**config.mk**
```make
export PLATFORM = sky130hd
export DESIGN_NAME = hpdcache_burst_rrmux_flat
export DESIGN_NICKNAME = d
export VERILOG_FILES = /design/src/rtl/hpdcache_arb_pkg.sv /design/src/rtl/hpdcache_burst_rrmux_if.sv /design/src/rtl/hpdcache_prio_1hot_encoder.sv /design/src/rtl/hpdcache_rr_pick.sv /design/src/rtl/hpdcache_burst_rrmux.sv /design/src/flat_wrapper.sv
export SDC_FILE = /design/constraint.sdc
export NUM_CORES = 1
export LEC_CHECK = 0
export ABC_AREA = 1
export BUFFER_PORTS_ARGS = -buffer_cell sky130_fd_sc_hd__buf_2
export CAP_MARGIN = 40
export CORE_AREA = 2 2 79 81
export CTS_CLUSTER_DIAMETER = 100
export CTS_CLUSTER_SIZE = 24
export DETAILED_ROUTE_END_ITERATION = 10
export DIE_AREA = 0 0 81 83
export HOLD_SLACK_MARGIN = 0.12
export PLACE_DENSITY_LB_ADDON = 0.25
export SLEW_MARGIN = 20
export SYNTH_ARGS = -nofsm -noshare
export SYNTH_HDL_FRONTEND = slang
export SYNTH_SLANG_ARGS = --single-unit
```
**constraint.sdc**
```tcl
create_clock -name clk_i -period 1.84 [get_ports clk_i]
set_clock_uncertainty 0.1 [all_clocks]
set_input_delay 0.092 -clock clk_i [delete_from_list [all_inputs] [get_ports clk_i]]
set_output_delay 0.092 -clock clk_i [all_outputs]
set_load 0.01 [all_outputs]
```
**src/rtl/hpdcache_arb_pkg.sv**
```systemverilog
// Shared definitions for the HPDcache shared-port arbiters.
//   hpdcache_arb_state_e : arbitration state (free to arbitrate / grant locked)
//   hpdcache_arb_idw()   : width of a requester index, never less than one bit
package hpdcache_arb_pkg;

  typedef enum logic {ARB_IDLE, ARB_LOCK} hpdcache_arb_state_e;

  function automatic int unsigned hpdcache_arb_idw(int unsigned n);
    return (n > 1) ? $clog2(n) : 1;
  endfunction

endpackage

```
**src/rtl/hpdcache_burst_rrmux_if.sv**
```systemverilog
// Bundle of the N-to-1 burst channel: N upstream beat channels plus one
// downstream channel and the lock status.
//   master : requesters and downstream sink (drives valid/last/data, out_ready)
//   slave  : the multiplexer (drives ready, out_* and busy)
interface hpdcache_burst_rrmux_if
  import hpdcache_arb_pkg::*;
#(
  parameter int unsigned N   = 2,
  parameter int unsigned W   = 64,
  parameter int unsigned IDW = hpdcache_arb_idw(N)
);
  logic [N-1:0]   req_valid_i;
  logic [N-1:0]   req_ready_o;
  logic [N-1:0]   req_last_i;
  logic [N*W-1:0] req_data_i;
  logic           out_valid_o;
  logic           out_ready_i;
  logic [W-1:0]   out_data_o;
  logic           out_last_o;
  logic [IDW-1:0] out_id_o;
  logic           busy_o;

  modport master (
    output req_valid_i, req_last_i, req_data_i, out_ready_i,
    input  req_ready_o, out_valid_o, out_data_o, out_last_o, out_id_o, busy_o
  );

  modport slave (
    input  req_valid_i, req_last_i, req_data_i, out_ready_i,
    output req_ready_o, out_valid_o, out_data_o, out_last_o, out_id_o, busy_o
  );
endinterface

```
**src/rtl/hpdcache_prio_1hot_encoder.sv**
```systemverilog
// Fixed-priority one-hot encoder: keeps only the lowest set bit of val_i.
//   val_i : request vector
//   val_o : one-hot (or zero) grant, bit 0 has the highest priority
module hpdcache_prio_1hot_encoder #(
  parameter int unsigned N = 4
) (
  input  logic [N-1:0] val_i,
  output logic [N-1:0] val_o
);
  // x & -x isolates the least significant set bit.
  assign val_o = val_i & (~val_i + N'(1));
endmodule

```
**src/rtl/hpdcache_rr_pick.sv**
```systemverilog
// Combinational rotating-priority picker. Scans ptr+1, ptr+2, ... modulo N
// and grants the first active request.
//   req    : request vector
//   ptr    : index of the most recently served requester
//   gnt    : one-hot grant (zero when nothing requests)
//   gnt_id : index of the granted requester (zero when nothing requests)
//   any    : at least one request is active
module hpdcache_rr_pick
  import hpdcache_arb_pkg::*;
#(
  parameter int unsigned N   = 2,
  parameter int unsigned IDW = hpdcache_arb_idw(N)
) (
  input  logic [N-1:0]   req,
  input  logic [IDW-1:0] ptr,
  output logic [N-1:0]   gnt,
  output logic [IDW-1:0] gnt_id,
  output logic           any
);
  logic [N-1:0] mask;
  logic [N-1:0] req_masked;
  logic [N-1:0] gnt_masked;
  logic [N-1:0] gnt_unmasked;

  // Requesters strictly above ptr come first; if none of them is active the
  // unmasked pick wraps around to the lowest index.
  always_comb begin
    mask = '0;
    for (int unsigned k = 0; k < N; k++) begin
      mask[k] = (IDW'(k) > ptr);
    end
  end

  assign req_masked = req & mask;

  hpdcache_prio_1hot_encoder #(.N(N)) u_enc_masked (
    .val_i (req_masked),
    .val_o (gnt_masked)
  );

  hpdcache_prio_1hot_encoder #(.N(N)) u_enc_unmasked (
    .val_i (req),
    .val_o (gnt_unmasked)
  );

  assign gnt = (|req_masked) ? gnt_masked : gnt_unmasked;
  assign any = |req;

  always_comb begin
    gnt_id = '0;
    for (int unsigned k = 0; k < N; k++) begin
      if (gnt[k]) gnt_id = gnt_id | IDW'(k);
    end
  end
endmodule

```
**src/rtl/hpdcache_burst_rrmux.sv**
```systemverilog
// N-to-1 packet-granular round-robin multiplexer for multi-beat channels.
// Forwarding is combinational; only the arbitration state is registered.
//   clk_i, rst_i : clock, asynchronous active-high reset
//   bus          : slave view of hpdcache_burst_rrmux_if (N request channels
//                  in, one downstream channel out, busy = grant locked)
//
// state    | meaning
// ---------+------------------------------------------------------------
// ARB_IDLE | free: winner chosen by rotating priority after ptr
// ARB_LOCK | grant held on lock_id until its last beat is accepted
module hpdcache_burst_rrmux
  import hpdcache_arb_pkg::*;
#(
  parameter int unsigned N         = 2,
  parameter int unsigned W         = 64,
  parameter int unsigned MAX_BEATS = 8
) (
  input  logic                  clk_i,
  input  logic                  rst_i,
  hpdcache_burst_rrmux_if.slave bus
);
  localparam int unsigned IDW = hpdcache_arb_idw(N);
  localparam int unsigned BCW = $clog2(MAX_BEATS + 1);

  hpdcache_arb_state_e state_q, state_d;
  logic [IDW-1:0]      lock_id_q, lock_id_d;
  logic [IDW-1:0]      ptr_q, ptr_d;
  logic [BCW-1:0]      beat_cnt_q, beat_cnt_d;

  logic [N-1:0]   pick_gnt;
  logic [IDW-1:0] pick_id;
  logic           pick_any;
  logic [IDW-1:0] winner_id;
  logic           win_valid;
  logic [W-1:0]   win_data;
  logic           win_last;
  logic           acc;
  logic [N-1:0]   ready;

  hpdcache_rr_pick #(.N(N), .IDW(IDW)) u_pick (
    .req    (bus.req_valid_i),
    .ptr    (ptr_q),
    .gnt    (pick_gnt),
    .gnt_id (pick_id),
    .any    (pick_any)
  );

  assign winner_id = (state_q == ARB_LOCK) ? lock_id_q : pick_id;

  // Reset gates the valid so outputs drop to zero the moment reset rises,
  // not at the next edge.
  always_comb begin
    win_valid = 1'b0;
    win_data  = '0;
    win_last  = 1'b0;
    for (int unsigned k = 0; k < N; k++) begin
      if (IDW'(k) == winner_id) begin
        win_valid = bus.req_valid_i[k] & ~rst_i;
        win_data  = bus.req_data_i[k*W +: W];
        win_last  = bus.req_last_i[k];
      end
    end
  end

  assign acc = win_valid & bus.out_ready_i;

  always_comb begin
    ready = '0;
    if (state_q == ARB_LOCK) begin
      for (int unsigned k = 0; k < N; k++) begin
        ready[k] = (IDW'(k) == lock_id_q) & acc;
      end
    end else begin
      ready = pick_gnt & {N{acc}};
    end
  end

  assign bus.req_ready_o = ready;
  assign bus.out_valid_o = win_valid;
  assign bus.out_data_o  = win_valid ? win_data : '0;
  assign bus.out_last_o  = win_valid & win_last;
  assign bus.out_id_o    = win_valid ? winner_id : '0;
  assign bus.busy_o      = (state_q == ARB_LOCK);

  always_comb begin
    state_d    = state_q;
    lock_id_d  = lock_id_q;
    ptr_d      = ptr_q;
    beat_cnt_d = beat_cnt_q;
    if (state_q == ARB_IDLE) begin
      if (pick_any) begin
        if (acc && win_last) begin
          ptr_d      = winner_id;
          beat_cnt_d = '0;
        end else begin
          // A presented-but-unaccepted beat also locks: it must not be
          // re-arbitrated away before it is taken.
          state_d    = ARB_LOCK;
          lock_id_d  = winner_id;
          beat_cnt_d = acc ? BCW'(1) : '0;
        end
      end
    end else begin
      if (acc) begin
        if (win_last) begin
          state_d    = ARB_IDLE;
          ptr_d      = lock_id_q;
          beat_cnt_d = '0;
        end else begin
          beat_cnt_d = beat_cnt_q + BCW'(1);
        end
      end
    end
  end

  always_ff @(posedge clk_i or posedge rst_i) begin
    if (rst_i) begin
      state_q    <= ARB_IDLE;
      lock_id_q  <= '0;
      ptr_q      <= IDW'(N - 1);
      beat_cnt_q <= '0;
    end else begin
      state_q    <= state_d;
      lock_id_q  <= lock_id_d;
      ptr_q      <= ptr_d;
      beat_cnt_q <= beat_cnt_d;
    end
  end

`ifndef SYNTHESIS
  a_ready_onehot0 : assert property (@(posedge clk_i) disable iff (rst_i)
    $onehot0(bus.req_ready_o));

  a_beat_bound : assert property (@(posedge clk_i) disable iff (rst_i)
    (acc && !win_last) |-> (beat_cnt_q < BCW'(MAX_BEATS - 1)));

  a_hold_stable : assert property (@(posedge clk_i) disable iff (rst_i)
    (win_valid && !bus.out_ready_i) |=>
      (win_valid && $stable(win_data) && $stable(winner_id)));
`endif
endmodule

```
**src/flat_wrapper.sv**
```systemverilog
// flat-port wrapper written by rule: the top's interface ports become plain ports
module hpdcache_burst_rrmux_flat import hpdcache_arb_pkg::*;
#(
  parameter int unsigned N         = 2,
  parameter int unsigned W         = 64,
  parameter int unsigned MAX_BEATS = 8
)
  (clk_i, rst_i, bus_req_valid_i, bus_req_last_i, bus_req_data_i, bus_out_ready_i, bus_req_ready_o, bus_out_valid_o, bus_out_data_o, bus_out_last_o, bus_out_id_o, bus_busy_o);
  hpdcache_burst_rrmux_if #(.N(N), .W(W)) bus_i ();
  input  logic clk_i;
  input  logic rst_i;
  input wire logic [$bits(bus_i.req_valid_i)-1:0] bus_req_valid_i;
  input wire logic [$bits(bus_i.req_last_i)-1:0] bus_req_last_i;
  input wire logic [$bits(bus_i.req_data_i)-1:0] bus_req_data_i;
  input wire logic [$bits(bus_i.out_ready_i)-1:0] bus_out_ready_i;
  output wire logic [$bits(bus_i.req_ready_o)-1:0] bus_req_ready_o;
  output wire logic [$bits(bus_i.out_valid_o)-1:0] bus_out_valid_o;
  output wire logic [$bits(bus_i.out_data_o)-1:0] bus_out_data_o;
  output wire logic [$bits(bus_i.out_last_o)-1:0] bus_out_last_o;
  output wire logic [$bits(bus_i.out_id_o)-1:0] bus_out_id_o;
  output wire logic [$bits(bus_i.busy_o)-1:0] bus_busy_o;
  assign bus_i.req_valid_i = bus_req_valid_i;
  assign bus_i.req_last_i = bus_req_last_i;
  assign bus_i.req_data_i = bus_req_data_i;
  assign bus_i.out_ready_i = bus_out_ready_i;
  assign bus_req_ready_o = bus_i.req_ready_o;
  assign bus_out_valid_o = bus_i.out_valid_o;
  assign bus_out_data_o = bus_i.out_data_o;
  assign bus_out_last_o = bus_i.out_last_o;
  assign bus_out_id_o = bus_i.out_id_o;
  assign bus_busy_o = bus_i.busy_o;
  hpdcache_burst_rrmux #(.N(N), .W(W), .MAX_BEATS(MAX_BEATS)) u_core (.clk_i(clk_i), .rst_i(rst_i), .bus(bus_i));
endmodule
```
# After elaboration in Yosys (flattened, before gate mapping)

Index checks and enable logic that the tools add are counted.

$lt $le $gt $ge: 2
Muxes and demuxes: 19
Bitwise operators: 16
Equal/unequal tests: 2
$add $sub $neg: 2
Reductions and logical operators: 7

Operator list:

| operator                                                       | count |
|---|---|
| 64-bit two-way mux                                             | 2 |
| 1-bit two-way mux                                              | 15 |
| 2-bit AND                                                      | 4 |
| 1-bit AND                                                      | 6 |
| 2-bit by 1-bit adder with 2-bit output (second input constant) | 2 |
| 2-bit two-way mux                                              | 2 |
| 2-bit != test (second input constant)                          | 2 |
| 1-bit inverter                                                 | 4 |
| 2-bit inverter                                                 | 2 |
| 4-bit AND reduction                                            | 1 |
| 2-bit nonzero test                                             | 2 |
| 2-bit OR reduction                                             | 2 |
| 3-bit AND reduction                                            | 1 |
| 1-bit > comparator (first input constant)                      | 2 |
| 1-bit logical AND                                              | 1 |

Word-level logic and storage cells: 51
Output and inout bits: 70
Bits in registers: 3
Input bits: 135

# Longest topological paths before layout

Depth in word-level cells: 14
Gate-level depth with buffers: 9
Depth with buffers taken out: 9

# Cells and area by module

From an unflattened synthesis, not the netlist that was laid out.

Cell total of the unflattened synthesis: 281
Area, all modules: 1589.0 um^2

Modules (own cells, without submodules):

| module                     | times used | cells an instance | area each (um^2) | sequential area each (um^2) |
|---|---|---|---|---|
| hpdcache_burst_rrmux       | 1          | 263               | 1500.2           | 76.3 |
| hpdcache_rr_pick           | 1          | 12                | 53.8             | 0.0 |
| hpdcache_prio_1hot_encoder | 2          | 3                 | 17.5             | 0.0 |

# Worst setup path after synthesis

Ideal clock, no wire load.

Path type: register to output
From: reg u_core.state_q (netlist: u_core.bus.busy_o)
To: out bus_out_data_o[19]
Arrival time: 1.306 ns
Data required time: 1.648 ns
Setup slack: 0.342 ns
Stages on the path, launching flop included: 8
Path buffers: 2
Cell sequence: dfrtp_1 > nand2_2 > nor2_1 > nor2_1 > nand2_2 > buf_6 > buf_6 > a21oi_1

Longest elaborated chain between the ends: 3
Elaborated cells between the ends (all ways): 4
Classes of those cells: 4 x mux

RTL lines:

| what                                                           | line                        | RTL |
|---|---|---|
| start: declaration                                             | hpdcache_burst_rrmux.sv:25  | `hpdcache_arb_state_e state_q, state_d;` |
| start signal: assignment                                       | hpdcache_burst_rrmux.sv:123 | `state_q <= state_d;` |
| 1-bit two-way mux (*)                                          | hpdcache_burst_rrmux.sv:48  | `assign winner_id = (state_q == ARB_LOCK) ? lock_id_q : pick_id;` |
| 64-bit two-way mux / 1-bit two-way mux (equally long branches) | hpdcache_burst_rrmux.sv:57  | `if (IDW'(k) == winner_id) begin` |
| 64-bit two-way mux (*)                                         | hpdcache_burst_rrmux.sv:80  | `assign bus.out_data_o = win_valid ? win_data : '0;` |
| end: declaration                                               | flat_wrapper.sv:18          | `output wire logic [$bits(bus_i.out_data_o)-1:0] bus_out_data_o;` |

Mark *: on every way between the ends. The rest lies on a longest branch, timed or not.

# Worst setup path after layout

From: reg u_core.ptr_q
To: out bus_out_data_o[25]

Longest elaborated chain between the ends: 10
Elaborated cells between the ends (all ways): 13
Classes of those cells: 1 x add/sub; 2 x order compare; 6 x mux; 3 x bitwise; 1 x reduce/logical

RTL lines:

| what                                                           | line                             | RTL |
|---|---|---|
| start: declaration                                             | hpdcache_burst_rrmux.sv:27       | `logic [IDW-1:0] ptr_q, ptr_d;` |
| start signal: assignment                                       | hpdcache_burst_rrmux.sv:120      | `ptr_q <= IDW'(N - 1);` |
| start signal: assignment                                       | hpdcache_burst_rrmux.sv:125      | `ptr_q <= ptr_d;` |
| 1-bit > comparator                                             | hpdcache_rr_pick.sv:30           | `mask[k] = (IDW'(k) > ptr);` |
| 2-bit AND (*)                                                  | hpdcache_rr_pick.sv:34           | `assign req_masked = req & mask;` |
| 2-bit inverter                                                 | hpdcache_prio_1hot_encoder.sv:11 | `assign val_o = val_i & (~val_i + N'(1));` |
| 2-bit by 1-bit adder with 2-bit output                         | hpdcache_prio_1hot_encoder.sv:11 |  |
| 2-bit AND                                                      | hpdcache_prio_1hot_encoder.sv:11 |  |
| 2-bit two-way mux (*)                                          | hpdcache_rr_pick.sv:46           | `assign gnt = (\|req_masked) ? gnt_masked : gnt_unmasked;` |
| 1-bit two-way mux (*)                                          | hpdcache_rr_pick.sv:52           | `if (gnt[k]) gnt_id = gnt_id \| IDW'(k);` |
| 1-bit two-way mux (*)                                          | hpdcache_burst_rrmux.sv:48       |  |
| 64-bit two-way mux / 1-bit two-way mux (equally long branches) | hpdcache_burst_rrmux.sv:57       |  |
| 64-bit two-way mux (*)                                         | hpdcache_burst_rrmux.sv:80       |  |

Marked as above.

==> key figures <==
Layout
  – FF/Latch Area: 76.3 sq um
  – Synthesis-to-finish area growth: 106%
  – Layout cells sized above 1: 0.617
  – Layout Nets: 593
  – Area of the multi-input gates: 1110 sq um
  – Fill cell count: 617
  – Antenna cells: 0

Hold path
  – Worst hold path depth: 5
  – Hold path startpoint: bus_out_ready_i
  – HP Class: in2reg
  – Worst Hold Path EP: u_core.ptr_q

Power
  – Total power: 3420 uW
  – Comb pwr share: 0.905
  – Power Density: 1270 nW/um^2
  – Sequential share of power: 0.039
  – Clk pwr share: 0.055
  – Sw frac: 0.530
  – Leakage Power: 0.00158 uW
  – P_sw: 1810 uW
  – Int Pwr: 1610 uW
  – Maximum vdd drop: 641 uV

Routing
  – Detailed-route wire length per cell: 12.0 um
  – Post-route ant nets: 0
  – Final wirelength: 6400 um
  – TritonRoute pass-1 iters: 4
  – Drt via density: 4.41
  – # DRC: 0
  – DRT iter0 DRCs: 38
  – Vias: 2344

Setup path
  – Kind of critical path: reg2out
  – CP startpoint kind: flop
  – WP data arrival: 1.64 ns
  – FF-to-FF End: u_core.lock_id_q
  – Reg2reg start: u_core.ptr_q
  – Worst Path Max Fanout: 14
  – Cell count of the worst reg-to-reg path: 10
  – Crit-path cells: nand2_2 -> nand3_2 -> nand2_4 -> clkinv_8 -> buf_12 -> nand2_1 -> a21oi_2 -> buf_2
  – Max incr delay on CP: 0.52 ns
  – Worst R2R Setup Slack: 0.23 ns
  – Worst Path Buf+Inv: 3
  – Critical Path RT: 1.65 ns
  – Crit end category: output port
  – Crit-path slowest cell: dfstp_2
  – Critical path's top delay family: flip-flops

Global route
  – First-pass GRT wire length: 8700 um
  – Largest net degree at the start of global routing: 29
  – Congestion Overflow GR: 0
  – Number of global-route vias before repair: 2168
  – Initial antenna violation count: 0
  – GRT Total Usage: 0.154

Placed design
  – Routability cong.: 0.782
  – Pre-CTS setup slack: 0.169 ns
  – Number of port buffers: 204
  – HPWL Detailed: 4510 um

Clock tree
  – Total CTS buffers: 3
  – Htree depth: 1
  – Clock sinks: 3
  – CTS tree: built
  – Clk_lat worst skew: 0.21 ns
  – Max clock buf depth: 2
  – Root buffer cell: clkbuf_8
  – Worst-path clk slew: 0.03 ns

Floorplan
  – Number of core rows: 28
  – Die W: 81 um
  – Core Area: 5820 sq um
  – Total Die Area: 6720 sq um
  – I/O pin total: 205
  – Die H: 83 um
  – Initial Util: 0.224

Synthesis
  – Most frequent cell after synthesis: nand2_1
  – Syn_nets: 386
  – Mean Syn Cell Area: 5.19 sq um
  – Post-synth EDFFs: 0
  – Synth cell types: 20
  – Flops & latches, synth: 3
  – Synth Cell Area: 1300 sq um
  – Top-area cell type share of the netlist area: 0.363
  – Synth top cells by count: 126 x nand2_1, 45 x a21oi_1, 19 x a21oi_2
  – Synth area leaders: nand2_1 36%, a21oi_1 17%, a21oi_2 13%
  – Main synth FF type: dfrtp_1
  – Total number of yosys warnings: 0
  – Ys async rst share: 1.00
  – Post-synthesis sequential area ratio: 0.0586
  – Leading area contributor after synthesis: nand2_1
  – Post-Syn Instances: 251

STA
  – Hold WS: 0.173 ns
  – Tcrit/Tclk final: 0.995
  – Sum of negative setup slack: 0 ns
  – Max-slew violations: 0
  – Relative slew slack: 0.864
  – Period minus WS final: 1.83 ns
  – Final worst slack: 0.00934 ns
  – Setup violations, final: 0
  – RSZ-0062 raised after global routing: yes
  – Hold Vio Cnt, Final: 0
  – Highest clock rate: 0.546 GHz
  – Tightest Pin Transition: 0.203 ns

Job
  – # Max-Cap Violations: 0

Run status
  – Status: completed
## power groups by stage
stage / registers, uW / logic [uW] / clock network [uW]
floorplan: 134 / 1740 / 0
global placement: 132 / 2430 / 0
detailed placement: 133 / 2460 / 0
CTS: 133 / 2640 / 195
global route: 138 / 3400 / 202
finish: 135 / 3100 / 190
## area by class of cell
cell class	count	share of cell area
Sequential cell	3	0.0284
Multi-Input combinational cell	219	0.411
Tap cell	75	0.0349
Inverter	8	0.0158
Clock buffer	4	0.0168
Timing Repair Buffer	223	0.493
## registers in the layout (all words and copies together) (netlist names)
name	flops
u_core.ptr_q	1
u_core.lock_id_q	1
u_core.bus.busy_o	1
## cells by family after synthesis
| logic type | count (synthesis) | synth area share |
|---|---|---|
| buf+inv | 29 | 0.148 |
| compound gates | 67 | 0.312 |
| simple gates | 152 | 0.481 |
| flops | 3 | 0.0586 |
## worst register-to-register path, delay by kind of cell, from the launching register on
family	cells	cell delay [ns]
buffers and inverters	1	0.17
DFF	1	0.52
and+or+nand+nor	9	0.72
## metrics by stage
stage	instances	util	cell area, sq um
2_1_floorplan	251	-	1300
3_3_place_gp	518	0.408	2370
3_5_place_dp	518	0.408	2370
4_1_cts	527	0.428	2490
5_1_grt	532	0.462	2690
6_report	532	0.462	2690
## cell usage in the layout (no fill, tap or decap), types with 2 or more instances in the layout
| cell type | Yosys | layout |
|---|---|---|
| a21oi_1 | 45 | 30 |
| a21oi_2 | 19 | 34 |
| buf_12 | 0 | 4 |
| buf_2 | 10 | 204 |
| buf_4 | 4 | 5 |
| buf_6 | 6 | 3 |
| clkbuf_16 | 0 | 4 |
| clkbuf_8 | 0 | 3 |
| dfrtp_1 | 2 | 2 |
| inv_1 | 6 | 6 |
| nand2_1 | 126 | 124 |
| nand2_2 | 13 | 14 |
| nand2_4 | 1 | 2 |
| nand3_1 | 2 | 2 |
| nor2_1 | 7 | 6 |
## how the worst max path moves through the flow
stage                            from            endpoint  cells after the start
finish                   u_core.ptr_q  bus_out_data_o[25]                      8
detailed placement       u_core.ptr_q  bus_out_data_o[39]                      8
CTS                      u_core.ptr_q  bus_out_data_o[25]                      8
floorplan           u_core.bus.busy_o  bus_out_data_o[19]                      7
global route             u_core.ptr_q  bus_out_data_o[25]                      8
global placement         u_core.ptr_q  bus_out_data_o[31]                      8
## metal layers
| layer | global-route usage | vias up | part of all wire |
|---|---|---|---|
| met2 | 0.316 | 108 | 0.54 |
| li1 | - | 1212 | - |
| met5 | 0 | - | 0 |
| met3 | 0.0185 | 8 | 0.079 |
| met1 | 0.154 | 1016 | 0.37 |
| met4 | 0.0385 | 0 | 0.0086 |
## repair_timing
item                       in CTS  in global routing
setup buffers                   3                  0
hold endpoints to repair        3                  0
resized for setup               4                 25
pin swaps                       2                  2
gates cloned                    1                  5
setup endpoints to repair      64                 63
hold buffers                    1                  0
Power figures use the tool's default switching activity.
